===== src/rtl/game_ctrl.sv =====
// game_ctrl: top-level game sequencer for a one-button side-scroller.
// Walks IDLE -> PLAY -> DEAD -> OVER -> PLAY. It also decides when the bird
// hits the floor or a pipe, counts the pipes the bird has passed, and pulses
// game_rst so the bird and pipe datapaths restart.
// All outputs are registered. The current state is exported on `state` for
// observability.
module game_ctrl #(
   parameter int SCREEN_HEIGHT = 768,
   parameter int BIRD_X        = 200,
   parameter int BIRD_W        = 100,
   parameter int BIRD_H        = 100,
   parameter int PIPE_W        = 120,
   parameter int GAP_H         = 250,
   parameter int OVER_DELAY    = 100_000_000,
   parameter int SCORE_W       = 8
) (
   input  logic               clk,
   input  logic               rst,
   input  logic               mouse_left,
   input  logic               frame_tick,
   input  logic [10:0]        bird_y,
   input  logic [10:0]        pipe_x,
   input  logic [10:0]        pipe_gap_y,
   output logic               game_rst,
   output logic               play_en,
   output logic               game_over,
   output logic [SCORE_W-1:0] score,
   output logic [1:0]         state
);

   typedef enum logic [1:0] {
      ST_IDLE = 2'd0,
      ST_PLAY = 2'd1,
      ST_DEAD = 2'd2,
      ST_OVER = 2'd3
   } state_t;

   // Geometry sums are carried at 16 bits so no 11-bit coordinate plus offset
   // can wrap.
   localparam int SW = 16;
   // The DEAD counter runs 0 .. OVER_DELAY-1.
   localparam int CW = (OVER_DELAY > 1) ? $clog2(OVER_DELAY) : 1;
   localparam logic [CW-1:0]      CNT_LAST  = CW'(OVER_DELAY - 1);
   localparam logic [SCORE_W-1:0] SCORE_MAX = {SCORE_W{1'b1}};

   state_t               state_q, state_d;
   logic [CW-1:0]        cnt_q, cnt_d;
   logic [SCORE_W-1:0]   score_q, score_d;
   logic                 passed_q, passed_d;
   logic                 game_rst_q, game_rst_d;
   logic                 play_en_q, play_en_d;
   logic                 game_over_q, game_over_d;
   logic                 mouse_left_d_q;

   logic                 click;
   logic [SW-1:0]        bird_bot;
   logic [SW-1:0]        pipe_right;
   logic [SW-1:0]        gap_bot;
   logic                 hit_floor;
   logic                 x_overlap;
   logic                 y_outside;
   logic                 collide;
   logic                 pipe_cleared;

   // Rising edge of the button; a held button produces one click only.
   assign click = mouse_left & ~mouse_left_d_q;

   // Collision and pipe-cleared decisions from the current geometry.
   always_comb begin
      bird_bot     = SW'(bird_y) + SW'(BIRD_H);
      pipe_right   = SW'(pipe_x) + SW'(PIPE_W);
      gap_bot      = SW'(pipe_gap_y) + SW'(GAP_H);
      hit_floor    = bird_bot >= SW'(SCREEN_HEIGHT);
      x_overlap    = (SW'(pipe_x) < SW'(BIRD_X + BIRD_W)) && (pipe_right > SW'(BIRD_X));
      y_outside    = (bird_y < pipe_gap_y) || (bird_bot > gap_bot);
      collide      = hit_floor || (x_overlap && y_outside);
      pipe_cleared = pipe_right <= SW'(BIRD_X);
   end

   // Next-state and next-output logic. Outputs are derived from the next
   // state so that they line up with the registered state.
   always_comb begin
      state_d    = state_q;
      cnt_d      = cnt_q;
      score_d    = score_q;
      passed_d   = passed_q;
      game_rst_d = 1'b0;
      case (state_q)
         ST_IDLE, ST_OVER: begin
            // A frame_tick in the same cycle is simply not looked at here.
            if (click) begin
               state_d    = ST_PLAY;
               game_rst_d = 1'b1;
               score_d    = '0;
               passed_d   = 1'b0;
            end
         end
         ST_PLAY: begin
            if (frame_tick) begin
               if (collide) begin
                  // Collision wins: no score update on this tick.
                  state_d = ST_DEAD;
                  cnt_d   = '0;
               end else if (pipe_cleared) begin
                  if (!passed_q) begin
                     if (score_q != SCORE_MAX) begin
                        score_d = score_q + 1'b1;
                     end
                     passed_d = 1'b1;
                  end
               end else begin
                  passed_d = 1'b0;
               end
            end
         end
         ST_DEAD: begin
            // Clicks are ignored until the hold time has run out.
            if (cnt_q == CNT_LAST) begin
               state_d = ST_OVER;
            end else begin
               cnt_d = cnt_q + 1'b1;
            end
         end
         default: state_d = ST_IDLE;
      endcase
      play_en_d   = (state_d == ST_PLAY);
      game_over_d = (state_d == ST_DEAD) || (state_d == ST_OVER);
   end

   // State and output registers. The button history keeps tracking during
   // reset, so a button held across reset release does not count as a click.
   always_ff @(posedge clk) begin
      mouse_left_d_q <= mouse_left;
      if (rst) begin
         state_q     <= ST_IDLE;
         cnt_q       <= '0;
         score_q     <= '0;
         passed_q    <= 1'b0;
         game_rst_q  <= 1'b0;
         play_en_q   <= 1'b0;
         game_over_q <= 1'b0;
      end else begin
         state_q     <= state_d;
         cnt_q       <= cnt_d;
         score_q     <= score_d;
         passed_q    <= passed_d;
         game_rst_q  <= game_rst_d;
         play_en_q   <= play_en_d;
         game_over_q <= game_over_d;
      end
   end

   assign game_rst  = game_rst_q;
   assign play_en   = play_en_q;
   assign game_over = game_over_q;
   assign score     = score_q;
   assign state     = state_q;

endmodule

===== config.mk =====
export PLATFORM = sky130hd
export DESIGN_NAME = game_ctrl
export DESIGN_NICKNAME = d
export VERILOG_FILES = /design/src/rtl/game_ctrl.sv
export SDC_FILE = /design/constraint.sdc
export NUM_CORES = 1
export LEC_CHECK = 0
export CAP_MARGIN = 10
export CORE_ASPECT_RATIO = 0.6
export CORE_MARGIN = 2
export CORE_UTILIZATION = 35
export CTS_BUF_LIST = sky130_fd_sc_hd__clkbuf_8
export DETAILED_ROUTE_END_ITERATION = 6
export SETUP_SLACK_MARGIN = 0.15
export SYNTH_ARGS = -nofsm -noshare
export SYNTH_HDL_FRONTEND = slang
export SYNTH_SLANG_ARGS = --single-unit

===== constraint.sdc =====
create_clock -name clk -period 9.6 [get_ports clk]
set_input_delay 2.4 -clock clk [delete_from_list [all_inputs] [get_ports clk]]
set_output_delay 2.4 -clock clk [all_outputs]
set_load 0.01 [all_outputs]

# Yosys cells after proc, flatten, opt, wreduce, memory -nomap -nowiden

Cells that the tools add are included.

Bits in registers: 42
Input port bits: 37
Logic and storage cells: 73
Output and inout port bits: 13

$add $sub $neg: 5
Magnitude comparators: 6
Reduce and logical (&&, ||, !) cells: 13
Equal/unequal tests: 16
Mux-type cells: 22
Bitwise gates (word level): 3

Operator list:

| kind                                                                | count |
|---|---|
| two-way mux 27 bit                                                  | 3 |
| one-hot mux 27 bit (2 select lines)                                 | 1 |
| two-way mux 8 bit                                                   | 6 |
| adder 27 x 1 -> 27 bit, second input constant                       | 1 |
| == test 27 bit, second input constant                               | 1 |
| adder 11 x 7 -> 12 bit, second input constant                       | 2 |
| != test 2 bit, second input constant                                | 8 |
| one-hot mux 8 bit (2 select lines)                                  | 1 |
| adder 11 x 8 -> 12 bit, second input constant                       | 1 |
| greater-or-equal comparator 12 x 10 -> 1 bit, second input constant | 1 |
| greater-than comparator 12 bit                                      | 1 |
| greater-than comparator 12 x 8 -> 1 bit, second input constant      | 1 |
| <= comparator 12 x 8 -> 1 bit, second input constant                | 1 |
| < comparator 11 bit                                                 | 1 |
| < comparator 11 x 9 -> 1 bit, second input constant                 | 1 |
| adder 8 x 1 -> 8 bit, second input constant                         | 1 |
| == test 2 bit, second input constant                                | 4 |
| two-way mux 2 bit                                                   | 4 |
| != test 8 bit, second input constant                                | 1 |
| AND reduction 4 bit                                                 | 2 |
| AND reduction 7 bit                                                 | 1 |
| one-hot mux 2 bit (3 select lines)                                  | 1 |
| two-way mux 1 bit                                                   | 5 |
| == test 2 x 1 -> 1 bit, second input constant                       | 2 |
| other kinds (8)                                                     | 14 |

# Longest topological paths before layout

Depth after elaboration: 10
Mapped depth: 17
Mapped depth without buffers: 15

# Least setup slack after synthesis

Ideal clock, no wire load.

Path type: in2reg
From: in pipe_gap_y[1]
To: reg cnt_q[18]
Path buffers: 1
Required time: 9.530 ns
Arrival time: 5.218 ns
Library setup time: 0.070 ns
Stages on the path: 15
Path slack: 4.312 ns
Path through: ha_1 > nor3_1 > nand4_1 > nand2_1 > xnor2_1 > ha_1 > nand4_1 > nor3_1 > a221oi_1 > a21oi_1 > o2111ai_2 > a21o_1 > buf_6 > or4_1 > a21oi_1

Word-level cells in the longest chain between the ends: 7
Elaborated cells on any way between the ends: 8
Classes of those cells: 1 x add/sub; 2 x order compare; 1 x eq/ne; 4 x reduce/logical

Ends and longest elaborated chain:

| what                                   | RTL line | source |
|---|---|---|
| from (decl)                            | 23       | `input logic [10:0] pipe_gap_y,` |
| adder 11 x 8 -> 12 bit                 | 72       | `gap_bot = SW'(pipe_gap_y) + SW'(GAP_H);` |
| greater-than comparator 12 bit         | 75       | `y_outside = (bird_y < pipe_gap_y) \|\| (bird_bot > gap_bot);` |
| logical OR 1 bit *                     | 75       |  |
| logical AND 1 bit *                    | 76       | `collide = hit_floor \|\| (x_overlap && y_outside);` |
| logical OR 1 bit *                     | 76       |  |
| != test 2 bit (no source line) *       | --       |  |
| AND reduction 4 bit (no source line) * | --       |  |
| to (signal assigned)                   | 144      | `cnt_q <= cnt_d;` |
| to (decl)                              | 47       | `logic [CW-1:0] cnt_q, cnt_d;` |

Every way passes the cells marked *; elsewhere a longest branch is shown, timed or not.
A chain may end at the register's enable or synchronous reset.

# Worst setup path in the final report

From: in pipe_gap_y[1]
To: reg cnt_q[26]

The elaborated chain is that of the path after synthesis.

==> flow_summary.yaml <==
outcome:
  status: "complete, no violations"
sta:
  fin_skew_ns: 0.00534
  slew-limit-headroom: 0.636
  finalCritPeriodShare: 0.646
  hold_violations: 0
  tightest_slew_ns: 0.544
  hold_slack_ns: 0.496
  setup_viol: 0
  finalSetupTns_ns: 0
  timing.final.max_slew_violations: 0
  period_minus_slack_ns: 6.20
  fmax_ghz: 0.161
  rsz0062_at_grt: "no"
cells_and_area:
  final_layout_size_suffix_gt1_frac: 0.0390
  diodes: 0
  syn_to_final_growth_pct: 22.9
  nNetsFinal: 504
  fin_util: 0.446
  final_cell_area_um2: 3820
floorplanning:
  start_util: 0.363
  core.rowCount: 26
  die_h_um: 77.0
  die_w_um: 126
  ioPinCount: 50
  die-area_um2: 9670
  core_um2: 8560
drt:
  drt_first_pass_iters: 4
  vias: 3017
  drc: 0
  wirelength_um: 7820
  ant_nets: 0
  wl_per_cell_um: 14.3
  drt_iter0_drc: 153
  via_per_inst: 5.51
logic_synthesis:
  syn_nets: 459
  synth_common_cells: "a21oi_1 (45), dfxtp_1 (42), ha_1 (31)"
  synth_seq_cells: 42
  seq_area_frac_synth: 0.271
  avgSynthCellArea_um2: 7.94
  synthArstFlopShare: 0
  synth_most_common_cell: "a21oi_1"
  synth_area_leaders: "dfxtp_1 (27%), ha_1 (12%), a21oi_1 (7.3%), o21ai_0 (4.0%), xnor2_1 (3.9%)"
  synth.distinct_cells: 48
  synthFlopType: "dfxtp_1"
  syn_area_um2: 3110
  post-synth-top-area-fraction: 0.271
  synth-edff-count: 0
  yosysWarnings: 0
  syn_inst: 391
  synth_top_area_cell: "dfxtp_1"
flow_run:
  cap_violations: 0
cts:
  htreeDepth: 2
  cts_tree: "built"
  cts_buffers: 5
  worstSkewPairLatency_ns: 0.29
  cts_max_path_buffers: 2
  clock-sinks: 42
  ctsRootBufferMaster: "clkbuf_8"
  cts_setup_buffers: 0
  cts_resized: 0
  hold_buffers: 0
  clk_pin_slew_ns: 0.08
placed_design:
  post-dp-hpwl_um: 6010
  gp_congestion: 0.886
  dpl-instance-area_um2: 3680
  portBuffers: 49
global_route:
  overflow: 0
  grt_max_degree: 50
  antenna_found_initial: 0
  grt_pass1_vias: 2668
  grt_pass1_wl_um: 12900
  grt_usage: 0.159
pwr:
  power_uw: 501
  power_density_nw_per_um2: 131
  peakVddDrop_mv: 0.0579
  leakage_nw: 1.44
hold_path:
  hold_path.class: "flip-flop to flip-flop"
critical_path:
  cp.required_ns: 9.83
  crit_path_end_kind: "flip-flop"
  arrival_ns: 6.43
  cp-start-kind: "primary input"
  criticalPathCategory: "primary input to flip-flop"
  crit_fanout: 39
## final cells by class
cell class	count	area (um2)
tap	112	140
multi-input combinational	312	2110
timing repair buffer	50	518
clock inverter	1	30.0
sequential	42	841
fill	835	4740
clock buffer	6	82.6
inverter	25	93.8
## cells by family (layout without fill, tap and decap cells)
group,after synthesis,after routing,share of synthesized area
mux,4,4,0.0133
buf+inv,37,82,0.0492
flops,42,42,0.271
simple gates,147,147,0.259
xor+xnor,23,23,0.0649
compound gates,107,107,0.218
fa+ha+maj,31,31,0.125
## registers in the layout, summed over array words and instances, names as in the netlist
register,count
cnt_q,27
score,8
state,2
game_over,1
game_rst,1
mouse_left_d_q,1
passed_q,1
play_en,1
## layer usage
| metal | wire [um] | vias to the layer above | track usage |
|---|---|---|---|
| li1 | - | 1541 | - |
| met5 | 0 | - | 0 |
| met4 | 63 | 0 | 0.0311 |
| met1 | 4400 | 1394 | 0.253 |
| met3 | 319 | 7 | 0.0279 |
| met2 | 3040 | 75 | 0.217 |
## power breakdown
part	leakage [nW]	total, mW	switching (mW)	internal [mW]
clock	0.0573	0.145	0.0614	0.0833
combinational	1.04	0.171	0.100	0.0707
sequential	0.339	0.185	0.00515	0.180
## critical path, cell delays in order
cell and delay (ns):
clkdlybuf4s50_1 0.46, ha_1 0.27, nor3_1 0.37, nand4_1 0.20, nand2_1 0.12, xnor2_1 0.06, ha_1 0.29, nand4_1 0.11
nor3_1 0.34, a221oi_1 0.13, a21oi_1 0.19, o2111ai_2 0.24, a21o_1 0.35, buf_16 0.23, or4_1 0.51, a21oi_1 0.14
## through the flow
step / cells / setup slack, ns
global route: 548 / 3.08
CTS: 547 / 3.20
detailed placement: 540 / 2.89
floorplan: 391 / 4.31
finish: 548 / 3.40
global placement: 540 / 3.15
## path summary, 6_finish.rpt
path                               startpoint        end  slack, ns  depth (start not counted)
worst max register to register      cnt_q[12]  cnt_q[26]       7.02                          9
worst min-delay path                cnt_q[26]  cnt_q[26]       0.50                          2
worst max-delay path            pipe_gap_y[1]  cnt_q[26]       3.40                         16
worst min register to register      cnt_q[26]  cnt_q[26]       0.50                          2
## cells in the final DEF (no fill, tap or decap), types with 13 or more instances in the layout
cell type        Yosys  layout
clkdlybuf4s50_1      0      49
a21oi_1             45      45
dfxtp_1             42      42
ha_1                31      31
inv_1               25      25
o21ai_0             25      25
nand3_1             24      24
nor2_1              23      23
nand2_1             23      23
or3_1               15      15
xnor2_1             14      14
nand4_1             13      13
and3_1              13      13
No activity file was read; power rests on OpenSTA's default activity.
